<file path="config.mk">
export PLATFORM = sky130hd
export DESIGN_NAME = alu_acc_ctrl_flat
export DESIGN_NICKNAME = d
export VERILOG_FILES = /design/src/rtl/alu_acc_ctrl_if.sv /design/src/rtl/alu_acc_ctrl.sv /design/src/flat_wrapper.sv
export SDC_FILE = /design/constraint.sdc
export NUM_CORES = 1
export LEC_CHECK = 0
export ABC_AREA = 1
export BUFFER_PORTS_ARGS = -buffer_cell sky130_fd_sc_hd__buf_2
export CORE_MARGIN = 3
export CORE_UTILIZATION = 50
export DETAILED_ROUTE_END_ITERATION = 6
export GPL_TIMING_DRIVEN = 0
export HOLD_SLACK_MARGIN = 0.15
export PLACE_DENSITY = 0.8
export REMOVE_ABC_BUFFERS = 1
export SLEW_MARGIN = 5
export SYNTH_ARGS = -nofsm -noshare
export SYNTH_HDL_FRONTEND = slang
export SYNTH_SLANG_ARGS = --single-unit
</file>
<file path="constraint.sdc">
create_clock -name clk -period 2.17 [get_ports clk]
set_input_delay 0 -clock clk [delete_from_list [all_inputs] [get_ports clk]]
set_output_delay 0 -clock clk [all_outputs]
set_load 0.01 [all_outputs]
</file>
<file path="src/rtl/alu_acc_ctrl_if.sv">
// Command/result handshake bundle for alu_acc_ctrl.
// master = command producer / result consumer, slave = alu_acc_ctrl.
`timescale 1ns/1ps
interface alu_acc_ctrl_if #(
    parameter int WIDTH = 4
);
    logic             cmd_valid;
    logic             cmd_ready;
    logic [2:0]       cmd_op;
    logic [WIDTH-1:0] cmd_data;
    logic             cmd_cin;
    logic             res_valid;
    logic             res_ready;
    logic [WIDTH-1:0] res_data;
    logic             res_carry;
    logic             res_zero;

    modport master (
        output cmd_valid, cmd_op, cmd_data, cmd_cin, res_ready,
        input  cmd_ready, res_valid, res_data, res_carry, res_zero
    );

    modport slave (
        input  cmd_valid, cmd_op, cmd_data, cmd_cin, res_ready,
        output cmd_ready, res_valid, res_data, res_carry, res_zero
    );
endinterface

</file>
<file path="src/rtl/alu_acc_ctrl.sv">
// Command sequencer and accumulator wrapped around the external 4-bit ALU (alu4bit).
// Optional macro ALU_ACC_CARRY_CHAIN_EN: ADD takes its carry-in from the stored carry flag.
`timescale 1ns/1ps
module alu_acc_ctrl #(
    parameter int WIDTH = 4,
    parameter int CNT_W = 8
) (
    input  logic             clk,
    input  logic             rst,
    alu_acc_ctrl_if.slave    bus,
    output logic [WIDTH-1:0] alu_a,
    output logic [WIDTH-1:0] alu_b,
    output logic             alu_cin,
    output logic [1:0]       alu_sel,
    input  logic [WIDTH-1:0] alu_y,
    input  logic             alu_cout,
    output logic [CNT_W-1:0] op_count
);
    typedef enum logic [1:0] {
        IDLE = 2'b00,
        EXEC = 2'b01,
        RESP = 2'b10
    } state_t;

    typedef enum logic [2:0] {
        OP_AND  = 3'b000,
        OP_OR   = 3'b001,
        OP_XOR  = 3'b010,
        OP_ADD  = 3'b011,
        OP_LOAD = 3'b100,
        OP_CLR  = 3'b101
    } op_t;

    state_t           state;
    logic [WIDTH-1:0] acc;
    logic             carry;
    logic [WIDTH-1:0] opnd;
    logic             cin_r;
    logic [1:0]       sel_r;
    logic [2:0]       op_r;
    logic             cmd_ready_r;
    logic             res_valid_r;
    logic [CNT_W-1:0] cnt;

    always_ff @(posedge clk) begin
        if (rst) begin
            state       <= IDLE;
            acc         <= '0;
            carry       <= 1'b0;
            opnd        <= '0;
            cin_r       <= 1'b0;
            sel_r       <= 2'b00;
            op_r        <= '0;
            cmd_ready_r <= 1'b1;
            res_valid_r <= 1'b0;
            cnt         <= '0;
        end else begin
            case (state)
                IDLE: begin
                    if (bus.cmd_valid) begin
                        opnd        <= bus.cmd_data;
                        sel_r       <= bus.cmd_op[1:0];
                        op_r        <= bus.cmd_op;
`ifdef ALU_ACC_CARRY_CHAIN_EN
                        // carry only changes in EXEC, so sampling it at accept equals its EXEC value
                        cin_r       <= (bus.cmd_op == OP_ADD) ? carry : bus.cmd_cin;
`else
                        cin_r       <= bus.cmd_cin;
`endif
                        cmd_ready_r <= 1'b0;
                        state       <= EXEC;
                    end
                end
                EXEC: begin
                    case (op_r)
                        OP_AND, OP_OR, OP_XOR: begin
                            acc   <= alu_y;
                            carry <= 1'b0;
                        end
                        OP_ADD: begin
                            acc   <= alu_y;
                            carry <= alu_cout;
                        end
                        OP_LOAD: acc <= opnd;
                        OP_CLR: begin
                            acc   <= '0;
                            carry <= 1'b0;
                        end
                        default: ;
                    endcase
                    res_valid_r <= 1'b1;
                    state       <= RESP;
                end
                RESP: begin
                    if (bus.res_ready) begin
                        cnt         <= cnt + 1'b1;
                        res_valid_r <= 1'b0;
                        cmd_ready_r <= 1'b1;
                        state       <= IDLE;
                    end
                end
                default: begin
                    res_valid_r <= 1'b0;
                    cmd_ready_r <= 1'b1;
                    state       <= IDLE;
                end
            endcase
        end
    end

    assign alu_a         = acc;
    assign alu_b         = opnd;
    assign alu_cin       = cin_r;
    assign alu_sel       = sel_r;
    assign op_count      = cnt;
    assign bus.cmd_ready = cmd_ready_r;
    assign bus.res_valid = res_valid_r;
    assign bus.res_data  = acc;
    assign bus.res_carry = carry;
    assign bus.res_zero  = (acc == '0);
endmodule

</file>
<file path="src/flat_wrapper.sv">
// flat-port wrapper written by rule: the top's interface ports become plain ports
module alu_acc_ctrl_flat 
#(
    parameter int WIDTH = 4,
    parameter int CNT_W = 8
)
  (clk, rst, alu_a, alu_b, alu_cin, alu_sel, alu_y, alu_cout, op_count, bus_cmd_valid, bus_cmd_op, bus_cmd_data, bus_cmd_cin, bus_res_ready, bus_cmd_ready, bus_res_valid, bus_res_data, bus_res_carry, bus_res_zero);
  alu_acc_ctrl_if #(.WIDTH(WIDTH)) bus_i ();
  input  logic clk;
  input  logic rst;
  output logic [WIDTH-1:0] alu_a;
  output logic [WIDTH-1:0] alu_b;
  output logic alu_cin;
  output logic [1:0] alu_sel;
  input  logic [WIDTH-1:0] alu_y;
  input  logic alu_cout;
  output logic [CNT_W-1:0] op_count;
  input wire logic [$bits(bus_i.cmd_valid)-1:0] bus_cmd_valid;
  input wire logic [$bits(bus_i.cmd_op)-1:0] bus_cmd_op;
  input wire logic [$bits(bus_i.cmd_data)-1:0] bus_cmd_data;
  input wire logic [$bits(bus_i.cmd_cin)-1:0] bus_cmd_cin;
  input wire logic [$bits(bus_i.res_ready)-1:0] bus_res_ready;
  output wire logic [$bits(bus_i.cmd_ready)-1:0] bus_cmd_ready;
  output wire logic [$bits(bus_i.res_valid)-1:0] bus_res_valid;
  output wire logic [$bits(bus_i.res_data)-1:0] bus_res_data;
  output wire logic [$bits(bus_i.res_carry)-1:0] bus_res_carry;
  output wire logic [$bits(bus_i.res_zero)-1:0] bus_res_zero;
  assign bus_i.cmd_valid = bus_cmd_valid;
  assign bus_i.cmd_op = bus_cmd_op;
  assign bus_i.cmd_data = bus_cmd_data;
  assign bus_i.cmd_cin = bus_cmd_cin;
  assign bus_i.res_ready = bus_res_ready;
  assign bus_cmd_ready = bus_i.cmd_ready;
  assign bus_res_valid = bus_i.res_valid;
  assign bus_res_data = bus_i.res_data;
  assign bus_res_carry = bus_i.res_carry;
  assign bus_res_zero = bus_i.res_zero;
  alu_acc_ctrl #(.WIDTH(WIDTH), .CNT_W(CNT_W)) u_core (.clk(clk), .rst(rst), .bus(bus_i), .alu_a(alu_a), .alu_b(alu_b), .alu_cin(alu_cin), .alu_sel(alu_sel), .alu_y(alu_y), .alu_cout(alu_cout), .op_count(op_count));
endmodule
</file>
==> results by group, run 1 <==
Run status
  • Status: finished, final reports clean

Power
  • Power per cell area: 591 mW/mm2
  • Clock power frac: 23.5%
  • Cell Int Power: 634 uW
  • Sequential fraction of design power: 57.5%
  • Sw Pwr: 249 uW
  • Gate power share: 19.0%
  • Leakage: 0.763 nW
  • Sw frac: 28.2%
  • VDD IR max: 0.000450 V

CTS
  • Post-CTS Setup Bufs: 0
  • CTS Sinks: 25
  • Clk Latency, worst-skew pair: 0.31 ns
  • Clock root buffer: clkbuf_4
  • Clock transition at the registers of the reported paths: 0.14 ns
  • Inserted Clock Buffers: 3
  • CTS Buffer Depth: 2
  • TritonCTS clock tree: done
  • H-tree depth: 1

Worst setup path
  • Startpoint types: flip-flop
  • Worst path depth: 5
  • WP data arrival: 1.76 ns
  • Critical path capture point type: flip-flop
  • Critical Path End: u_core.op_count[1]
  • Reg-to-reg setup timing slack: 0.67 ns
  • Worst setup startpoint: u_core.state[1]
  • Critical path peak fanout: 6
  • Critical path type: flip-flop to flip-flop
  • Worst R2R End: u_core.op_count[1]
  • CP cell instances: nand3_4 > inv_1 > nand2_1 > a21oi_1 > dlygate4sd3_1
  • CP Buf/Inv Count: 2
  • Worst path max stage delay: 0.57 ns
  • Reg2Reg Depth: 5
  • Worst path top cell family by delay: buffers and inverters
  • Slowest CP cell: dlygate4sd3_1
  • Worst r2r src: u_core.state[1]
  • Critical Path RT: 2.43 ns

Synth
  • Top cells by count, synth: 29 x nand2_1, 25 x dfxtp_1, 23 x nor2_1, 18 x a21oi_1, 18 x inv_1
  • Largest family of logic cells by synthesized area: simple AND/OR/NAND/NOR gates
  • Synth Area per Inst: 7.35 um2
  • Compound-Gate Fraction of Synth Area: 12.5%
  • Mapped Cells: 152
  • Mapped Area: 0.00112 mm2
  • Yosys Warn Count: 0
  • Area share of the largest cell type after synthesis: 44.8%
  • Sequential share of the synthesized area: 44.8%
  • Area leader, netlist: dfxtp_1
  • Synth Area in Simple Gates: 27.9%
  • Post-synth ARST share: 0%
  • Post-synth EDFFs: 0
  • Post-synth cell types: 18
  • Post-synthesis mux area share: 0%
  • Synthesized flop and latch total: 25
  • Xor and xnor area share after synthesis: 1.57%
  • Post-Synth Adder-Cell Area: 1.12%
  • Ys flop type: dfxtp_1
  • Synth top area cells: dfxtp_1 45%, nand2_1 9.7%, a21oi_1 8.1%
  • Cell with the most instances after synthesis: nand2_1

Timing
  • Layout Skew: 0.00668 ns
  • Pins Over Slew Limit: 0
  • Final Cycle Share: 69.1%
  • Worst-Margin Slew: 0.560 ns
  • Hold Vio Cnt, Final: 0
  • Fmax: 667 MHz
  • Final setup TNS: 0 ns
  • RSZ-0062 raised after global routing: no
  • Relative slew slack: 62.7%
  • Post-layout minimum cycle time: 1.50 ns
  • Setup-failing EPs final: 0

Global route
  • Vias in the first global route: 1098
  • Gr ovfl total: 0
  • First-pass GRT wire length: 4480 um
  • Largest net degree at the start of global routing: 21
  • GRT Total Usage: 20.9%
  • Initial antenna violation count: 0

Die
  • Width of the die: 53.3 um
  • Initial core utilization: 54.7%
  • Cell Rows: 16
  • Die area: 0.00284 mm2
  • I/O pin total: 44
  • CORE AREA: 0.00204 mm2
  • Die Height: 53.3 um

Detailed routing
  • Vias per std cell: 4.97
  • Routed Antenna Nets: 0
  • Detailed-route DRC error count: 0
  • Via Count: 1163
  • Initial detailed-routing violation count: 9
  • WL/cell: 11.5 um
  • Total iterations of the first detailed-routing run: 4
  • Detailed Route WL: 2700 um

Layout
  • Layout cells sized above 1: 23.7%
  • Multi-input gate area: 482 um2
  • Final nets: 226
  • Seq. cell area: 500 um2
  • Syn-to-layout area delta: 33.8%
  • Diodes inserted: 0
  • Post-layout instance area: 0.00150 mm2
  • FILL cells: 166

Placement
  • Port Buffers: 43
  • DP Area: 0.00130 mm2
  • Post-DP HPWL: 1810 um
  • RePlAce Congestion: 0.715

Job
  • Max_cap viols: 0

Min path
  • Hold Path Origin: rst
  • HP Class: primary input to flip-flop
-- metal layers --
metal | global-route usage, % | wire, um | part of all wire, % | vias to the layer above
met5 | 0 | 0 | 0 | -
met4 | 8.94 | 57 | 2.1 | 0
met3 | 3.66 | 129 | 4.8 | 6
met2 | 39.2 | 1380 | 51 | 35
met1 | 22.5 | 1130 | 42 | 530
li1 | - | - | - | 592
-- flip-flops by register name (all words and copies together), names as in the netlist --
signal                count
u_core.bus.cmd_ready      1
u_core.op_count           8
u_core.alu_cin            1
u_core.alu_a              4
u_core.bus.res_valid      1
u_core.alu_b              4
u_core.bus.res_carry      1
u_core.op_r               3
u_core.state              2
-- placed cells by master (no fill, tap or decap) --
cell / instances
dfxtp_1: 25
inv_1: 18
buf_2: 43
nor2_4: 1
clkbuf_4: 3
o21ai_0: 8
nand2_2: 1
ha_1: 1
nand3_1: 10
dlygate4sd3_1: 17
nor4_1: 1
clkbuf_1: 1
o211a_1: 1
xor2_1: 2
a21oi_1: 18
nand4_1: 4
nand3_4: 1
nand2_1: 29
nor2_1: 23
-- final cells by class --
cell class	count	area share, %
clock buffers	4	1.76
inverters	18	4.52
multi-input cells	100	32.2
flip-flops and latches	25	33.5
well taps	27	2.26
repair buffers	60	25.8
-- worst register-to-register path: cells and delay by family (launching register included) --
kind	cells	cell delay, ns
buffers and inverters	2	0.67
and+or+nand+nor	2	0.20
DFF	1	0.46
AOI/OAI and AO/OA	1	0.13
-- metrics by stage --
stage / utilization [%] / power (mW) / hold slack [ns] / worst slack, ns / std cells
finish: 73.2 / 0.884 / 0.459 / 0.671 / 234
global route: 73.2 / 0.927 / 0.468 / 0.592 / 234
CTS: 73.2 / 0.886 / 0.452 / 0.729 / 234
detailed placement: 63.6 / 0.661 / 0.241 / 0.878 / 213
global placement: 63.6 / 0.656 / 0.237 / 0.979 / 213
floorplan: - / 0.597 / 0.0691 / 1.00 / 143
-- logic make-up after synthesis --
group,count (synthesis)
flip-flops,25
AND/OR/NAND/NOR,70
adder cells (fa/ha/maj),1
AO/OA/AOI/OAI,27
XOR/XNOR,2
buffers and inverters,27
-- worst min path at each step --
stage,slack (ns),depth (start not counted),end
after floorplan,0.07,1,u_core.op_count[1]
after global placement,0.24,3,u_core.bus.res_carry
after detailed placement,0.24,3,u_core.bus.res_carry
after CTS,0.45,3,u_core.op_count[2]
after global routing,0.47,3,u_core.op_count[2]
final,0.46,3,u_core.op_count[2]
-- timing repair --
item                      in CTS  in global routing
resized for setup              0                  0
hold buffers                  17                  0
hold endpoints to repair      20                  0
-- power by group through the flow --
stage	logic (mW)	registers, mW	clock network, mW
global route	0.190	0.512	0.226
global placement	0.140	0.516	0
detailed placement	0.144	0.518	0
finish	0.168	0.508	0.207
floorplan	0.0679	0.530	0
CTS	0.167	0.507	0.212
No activity file was read; power rests on OpenSTA's default activity.
==> run 2: changes to the inputs <==
--- a/config.mk
+++ b/config.mk
@@ -8,11 +8,11 @@
 export ABC_AREA = 1
 export BUFFER_PORTS_ARGS = -buffer_cell sky130_fd_sc_hd__buf_2
 export CORE_MARGIN = 3
-export CORE_UTILIZATION = 50
+export CORE_UTILIZATION = 42
 export DETAILED_ROUTE_END_ITERATION = 6
 export GPL_TIMING_DRIVEN = 0
 export HOLD_SLACK_MARGIN = 0.15
-export PLACE_DENSITY = 0.8
+export PLACE_DENSITY = 0.71
 export REMOVE_ABC_BUFFERS = 1
 export SLEW_MARGIN = 5
 export SYNTH_ARGS = -nofsm -noshare
==> constraint.sdc (replaced) <==
create_clock -name clk -period 1.25 [get_ports clk]
set_input_delay 0 -clock clk [delete_from_list [all_inputs] [get_ports clk]]
set_output_delay 0 -clock clk [all_outputs]
set_load 0.01 [all_outputs]
==> results by group, run 2 (synthesis gave the netlist of run 1 again) <==
Run status
  • Status: finished, final reports clean

Timing
  • Fmax: 860 MHz (+29%)
  • Pins Over Slew Limit: 0 (unchanged)
  • Final setup TNS: 0 ns (unchanged)
  • Post-layout minimum cycle time: 1.16 ns (-0.336 ns)
  • Layout Skew: 0.00268 ns (-0.00400 ns)
  • Hold Vio Cnt, Final: 0 (unchanged)
  • Relative slew slack: 79.7% (+17 points)
  • RSZ-0062 raised after global routing: no
  • Final Cycle Share: 93.0% (+24 points)
  • Hold WS: 0.465 ns (+0.00613 ns)
  • Setup-failing EPs final: 0 (unchanged)
  • Worst-Margin Slew: 0.303 ns (-0.256 ns)
  • Post-layout worst setup margin: 0.0872 ns (-0.584 ns)

Layout
  • Finished Core Util: 60.5% (-13 points)
  • Most frequent cells in the layout: 43 x buf_2, 29 x nand2_1, 24 x dfxtp_1
  • Flip-flop count of the largest register after layout: 8 (unchanged)
  • Post-layout instance area: 0.00151 mm2 (+1.1%)
  • Diodes inserted: 0 (unchanged)
  • Most common cell after layout, fill and taps aside: buf_2
  • Final nets: 225 (-0.44%)
  • Post-route insts no fill: 236 (+0.85%)
  • Syn-to-layout area delta: 35.3%
  • Layout cells sized above 1: 26.7% (+3.0 points)

CTS
  • CTS Sinks: 25 (unchanged)
  • Post-CTS Setup Bufs: 0 (unchanged)
  • Clk Latency, worst-skew pair: 0.30 ns (about the same)
  • Clock root buffer: clkbuf_4
  • Clock transition at the registers of the reported paths: 0.13 ns (about the same)
  • CTS Buffer Depth: 2 (unchanged)
  • TritonCTS clock tree: done
  • H-tree depth: 1 (unchanged)
  • Inserted Clock Buffers: 3 (unchanged)

Detailed routing
  • Vias per std cell: 4.68 (-5.9%)
  • Via Count: 1104 (-5.1%)
  • Detailed-route DRC error count: 0 (unchanged)
  • Routed Antenna Nets: 0 (unchanged)
  • Initial detailed-routing violation count: 42 (+33)
  • Total iterations of the first detailed-routing run: 4 (unchanged)
  • WL/cell: 10.6 um (-8.4%)
  • Detailed Route WL: 2490 um (-7.6%)

Die
  • I/O pin total: 44 (unchanged)
  • Die area: 0.00331 mm2 (+17%)
  • CORE AREA: 0.00250 mm2 (+22%)
  • Cell Rows: 18 (+2)
  • Die Height: 57.6 um (+8.1%)
  • Initial core utilization: 44.7% (-10 points)
  • Width of the die: 57.6 um (+8.1%)

Placement
  • DP Area: 0.00130 mm2 (+0.29%)
  • Port Buffers: 43 (unchanged)
  • Post-DP HPWL: 1740 um (-4.2%)
  • Placed Instances: 216 (+1.4%)
  • Place WS: -0.00965 ns (-0.888 ns)
  • RePlAce Congestion: 0.740 (+3.5%)

Worst setup path
  • Critical path type: flip-flop to flip-flop
  • Critical path capture point type: flip-flop
  • Critical Path RT: 1.47 ns (-0.96 ns)
  • Critical path peak fanout: 4 (-2)
  • Startpoint types: flip-flop
  • WP data arrival: 1.38 ns (-0.38 ns)

Global route
  • Largest net degree at the start of global routing: 21 (unchanged)
  • GRT Total Usage: 16.2% (-4.8 points)
  • Gr ovfl total: 0 (unchanged)
  • Met2 Usage GRT: 28.7% (-10 points)
  • Grt met3 use: 3.17% (-0.49 points)
  • Met1 global-route usage: 19.9% (-2.6 points)
  • First-pass GRT wire length: 4350 um (-2.8%)
  • Gr busiest metal: met2
  • Initial antenna violation count: 0 (unchanged)
  • Vias in the first global route: 1067 (-2.8%)

Power
  • Total power: 1.52 mW (+72%)
  • Power per cell area: 1010 mW/mm2 (+70%)
  • VDD IR max: 0.000702 V (+56%)
  • Leakage: 0.755 nW (-1.1%)

Min path
  • HP Class: primary input to flip-flop

Job
  • Max_cap viols: 0 (unchanged)
-- run 2: changes by cell type in the layout (fill, tap and decap cells not counted), sizes merged --
cell / previous run / this run
inv: 18 / 17
dlygate4sd3: 17 / 16
clkinvlp: 0 / 1
-- run 2: repair_timing --
action,in CTS,in global routing
endpoints found under the hold margin,20,0
setup endpoints to repair,6,15
resized for setup,2,5
hold buffers,16,0
pin swaps,0,1
-- run 2: cell type report --
| type | count | area (um2) |
|---|---|---|
| Fill cell | 232 | 988 |
| Tap cell | 30 | 37.5 |
| Inverter | 18 | 71.3 |
| Multi-Input combinational cell | 100 | 499 |
| Sequential cell | 25 | 502 |
| Timing Repair Buffer | 59 | 375 |
| Clock buffer | 4 | 26.3 |
-- run 2: worst paths after layout --
path | endpoint | slack, ns | cells after the start | start
max | u_core.op_count[6] | 0.09 | 6 | u_core.op_count[1]
min | u_core.bus.res_carry | 0.47 | 4 | alu_cout
max reg2reg | u_core.op_count[6] | 0.09 | 6 | u_core.op_count[1]
min reg2reg | u_core.bus.cmd_ready | 0.47 | 2 | u_core.bus.cmd_ready
-- run 2: where the power goes --
| part | leakage [nW] | switching (mW) | internal (mW) |
|---|---|---|---|
| sequential | 0.205 | 0.0379 | 0.844 |
| combinational | 0.535 | 0.159 | 0.136 |
| clock | 0.0150 | 0.221 | 0.124 |
| total | 0.755 | 0.418 | 1.10 |
-- run 2: per-layer routing --
metal	wire, um	vias to the layer above
li1	-	591
met1	1090	486
met2	1230	25
met3	149	2
met4	15	0
met5	0	-
-- run 2: critical path: stages, from the launching register on --
cell and delay (ns):
dfxtp_1 0.40, ha_1 0.20, nand3_1 0.10, nor2_2 0.17
nand3_1 0.10, nand2_1 0.07, nor2_1 0.05
==> run 3: changes to the inputs <==
--- a/config.mk
+++ b/config.mk
@@ -13,7 +13,6 @@
 export GPL_TIMING_DRIVEN = 0
 export HOLD_SLACK_MARGIN = 0.15
 export PLACE_DENSITY = 0.71
-export REMOVE_ABC_BUFFERS = 1
 export SLEW_MARGIN = 5
 export SYNTH_ARGS = -nofsm -noshare
 export SYNTH_HDL_FRONTEND = slang
==> results by group, run 3 (synthesis gave the netlist of run 1 again) <==
Run status
  • Status: finished, final reports clean

Worst setup path
  • Worst path max stage delay: 0.53 ns (+0.13 ns)
  • CP Buf/Inv Count: 4 (+4)
  • Critical Path RT: 1.51 ns (+0.04 ns)
  • Worst path top cell family by delay: buffers and inverters
  • Slowest CP cell: dlygate4sd3_1
  • Critical path type: primary input to flip-flop
  • CP cell instances: dlygate4sd3_1 > buf_2 > inv_1 > clkbuf_1 > o21ai_0 > nor2_1
  • Startpoint types: primary input
  • Critical path capture point type: flip-flop
  • Critical path peak fanout: 10 (+6)
  • WP data arrival: 1.42 ns (+0.04 ns)

Die
  • Width of the die: 57.6 um (unchanged)
  • Initial core utilization: 44.7% (unchanged)
  • CORE AREA: 0.00250 mm2 (unchanged)
  • Die area: 0.00331 mm2 (unchanged)
  • Cell Rows: 18 (unchanged)
  • I/O pin total: 44 (unchanged)
  • Die Height: 57.6 um (unchanged)

CTS
  • Clock transition at the registers of the reported paths: 0.13 ns (about the same)
  • CTS Buffer Depth: 2 (unchanged)
  • Clock root buffer: clkbuf_4
  • H-tree depth: 1 (unchanged)
  • Post-CTS Setup Bufs: 0 (unchanged)
  • CTS Sinks: 25 (unchanged)
  • Clk Latency, worst-skew pair: 0.31 ns (about the same)
  • TritonCTS clock tree: done
  • Inserted Clock Buffers: 3 (unchanged)

Timing
  • Layout Skew: 0.00420 ns (+0.00152 ns)
  • Relative slew slack: 70.0% (-9.8 points)
  • Final Cycle Share: 92.9% (about the same)
  • Pins Over Slew Limit: 0 (unchanged)
  • Post-layout minimum cycle time: 1.16 ns (-0.000952 ns)
  • RSZ-0062 raised after global routing: no
  • Hold Vio Cnt, Final: 0 (unchanged)
  • Final setup TNS: 0 ns (unchanged)
  • Setup-failing EPs final: 0 (unchanged)
  • Worst-Margin Slew: 0.450 ns (+0.147 ns)
  • Fmax: 861 MHz (about the same)

Global route
  • First-pass GRT wire length: 4240 um (-2.5%)
  • GRT Total Usage: 16.5% (+0.36 points)
  • Largest net degree at the start of global routing: 14 (-33%)
  • Gr ovfl total: 0 (unchanged)
  • Vias in the first global route: 1063 (-0.37%)
  • Initial antenna violation count: 0 (unchanged)

Layout
  • Final nets: 234 (+4.0%)
  • Syn-to-layout area delta: 40.8%
  • Finished Core Util: 62.9% (+2.5 points)
  • Flip-flop count of the largest register after layout: 8 (unchanged)
  • Diodes inserted: 0 (unchanged)
  • Layout cells sized above 1: 28.8% (+2.1 points)
  • Most frequent cells in the layout: 43 x buf_2, 29 x nand2_1, 24 x dfxtp_1
  • Most common cell after layout, fill and taps aside: buf_2

Detailed routing
  • Total iterations of the first detailed-routing run: 4 (unchanged)
  • Detailed Route WL: 2630 um (+5.7%)
  • Initial detailed-routing violation count: 25 (-40%)
  • WL/cell: 10.7 um (+1.8%)
  • Vias per std cell: 4.76 (+1.6%)
  • Detailed-route DRC error count: 0 (unchanged)
  • Routed Antenna Nets: 0 (unchanged)
  • Via Count: 1165 (+5.5%)

Min path
  • HP Class: primary input to flip-flop

Power
  • Leakage: 0.803 nW (+6.3%)
  • Power per cell area: 988 mW/mm2 (-1.9%)
  • VDD IR max: 0.000797 V (+13%)

Job
  • Max_cap viols: 0 (unchanged)

Placement
  • Post-DP HPWL: 1920 um (+10%)
  • Port Buffers: 43 (unchanged)
  • RePlAce Congestion: 0.810 (+9.5%)

Synth
  • Syn nets: 170
## run 3: report_power, final
group	total, mW	internal, mW	switching [mW]	leakage [nW]
clock network	0.347	0.125	0.223	0.0150
registers	0.883	0.844	0.0391	0.205
logic	0.324	0.159	0.165	0.583
total	1.55	1.13	0.427	0.803
## run 3: stage by stage
step	instances	hold WS [ns]	power [mW]	setup WS [ns]	area (um2)
after floorplan	152	0.0691	1.07	0.0815	1120
after global placement	225	0.234	1.17	0.0790	1370
after detailed placement	225	0.239	1.18	0.0231	1370
after CTS	245	0.439	1.57	0.00435	1560
after global routing	245	0.436	1.64	0.00931	1570
final	245	0.448	1.55	0.0881	1570
## run 3: cell type report
type / instances / area (um2)
multi-input combinational: 100 / 497
clock buffer: 4 / 26.3
fill: 237 / 927
inverter: 18 / 67.6
tap: 30 / 37.5
buffer: 9 / 67.6
sequential: 25 / 502
timing repair buffer: 59 / 375
## run 3: path summary, 6_finish.rpt
kind / endpoint / start / depth (start not counted) / slack (ns)
hold reg to reg: u_core.alu_cin / u_core.alu_cin / 2 / 0.50
setup / recovery: u_core.alu_b[3] / rst / 6 / 0.09
setup reg to reg: u_core.op_count[6] / u_core.op_count[1] / 6 / 0.10
hold / removal: u_core.bus.res_carry / alu_cout / 4 / 0.45
## run 3: layer usage
metal  global-route usage [%]  vias up  wire length [um]
met1                     18.7      524              1130
li1                         -      610                 -
met5                        0        -                 0
met2                     29.0       27              1340
met3                     2.94        4               105
met4                     8.94        0                52
## run 3: what timing repair did
action                                  in CTS  in global routing
gates resized for setup                      0                  6
hold buffers                                16                  0
hold endpoints to repair                    20                  0
endpoints found under the setup margin       0                 11
## run 3: tightest hold or removal path: stages
cell	delay, ns
dlygate4sd3_1	0.52
buf_2	0.10
a21oi_1	0.05
nor2_1	0.07
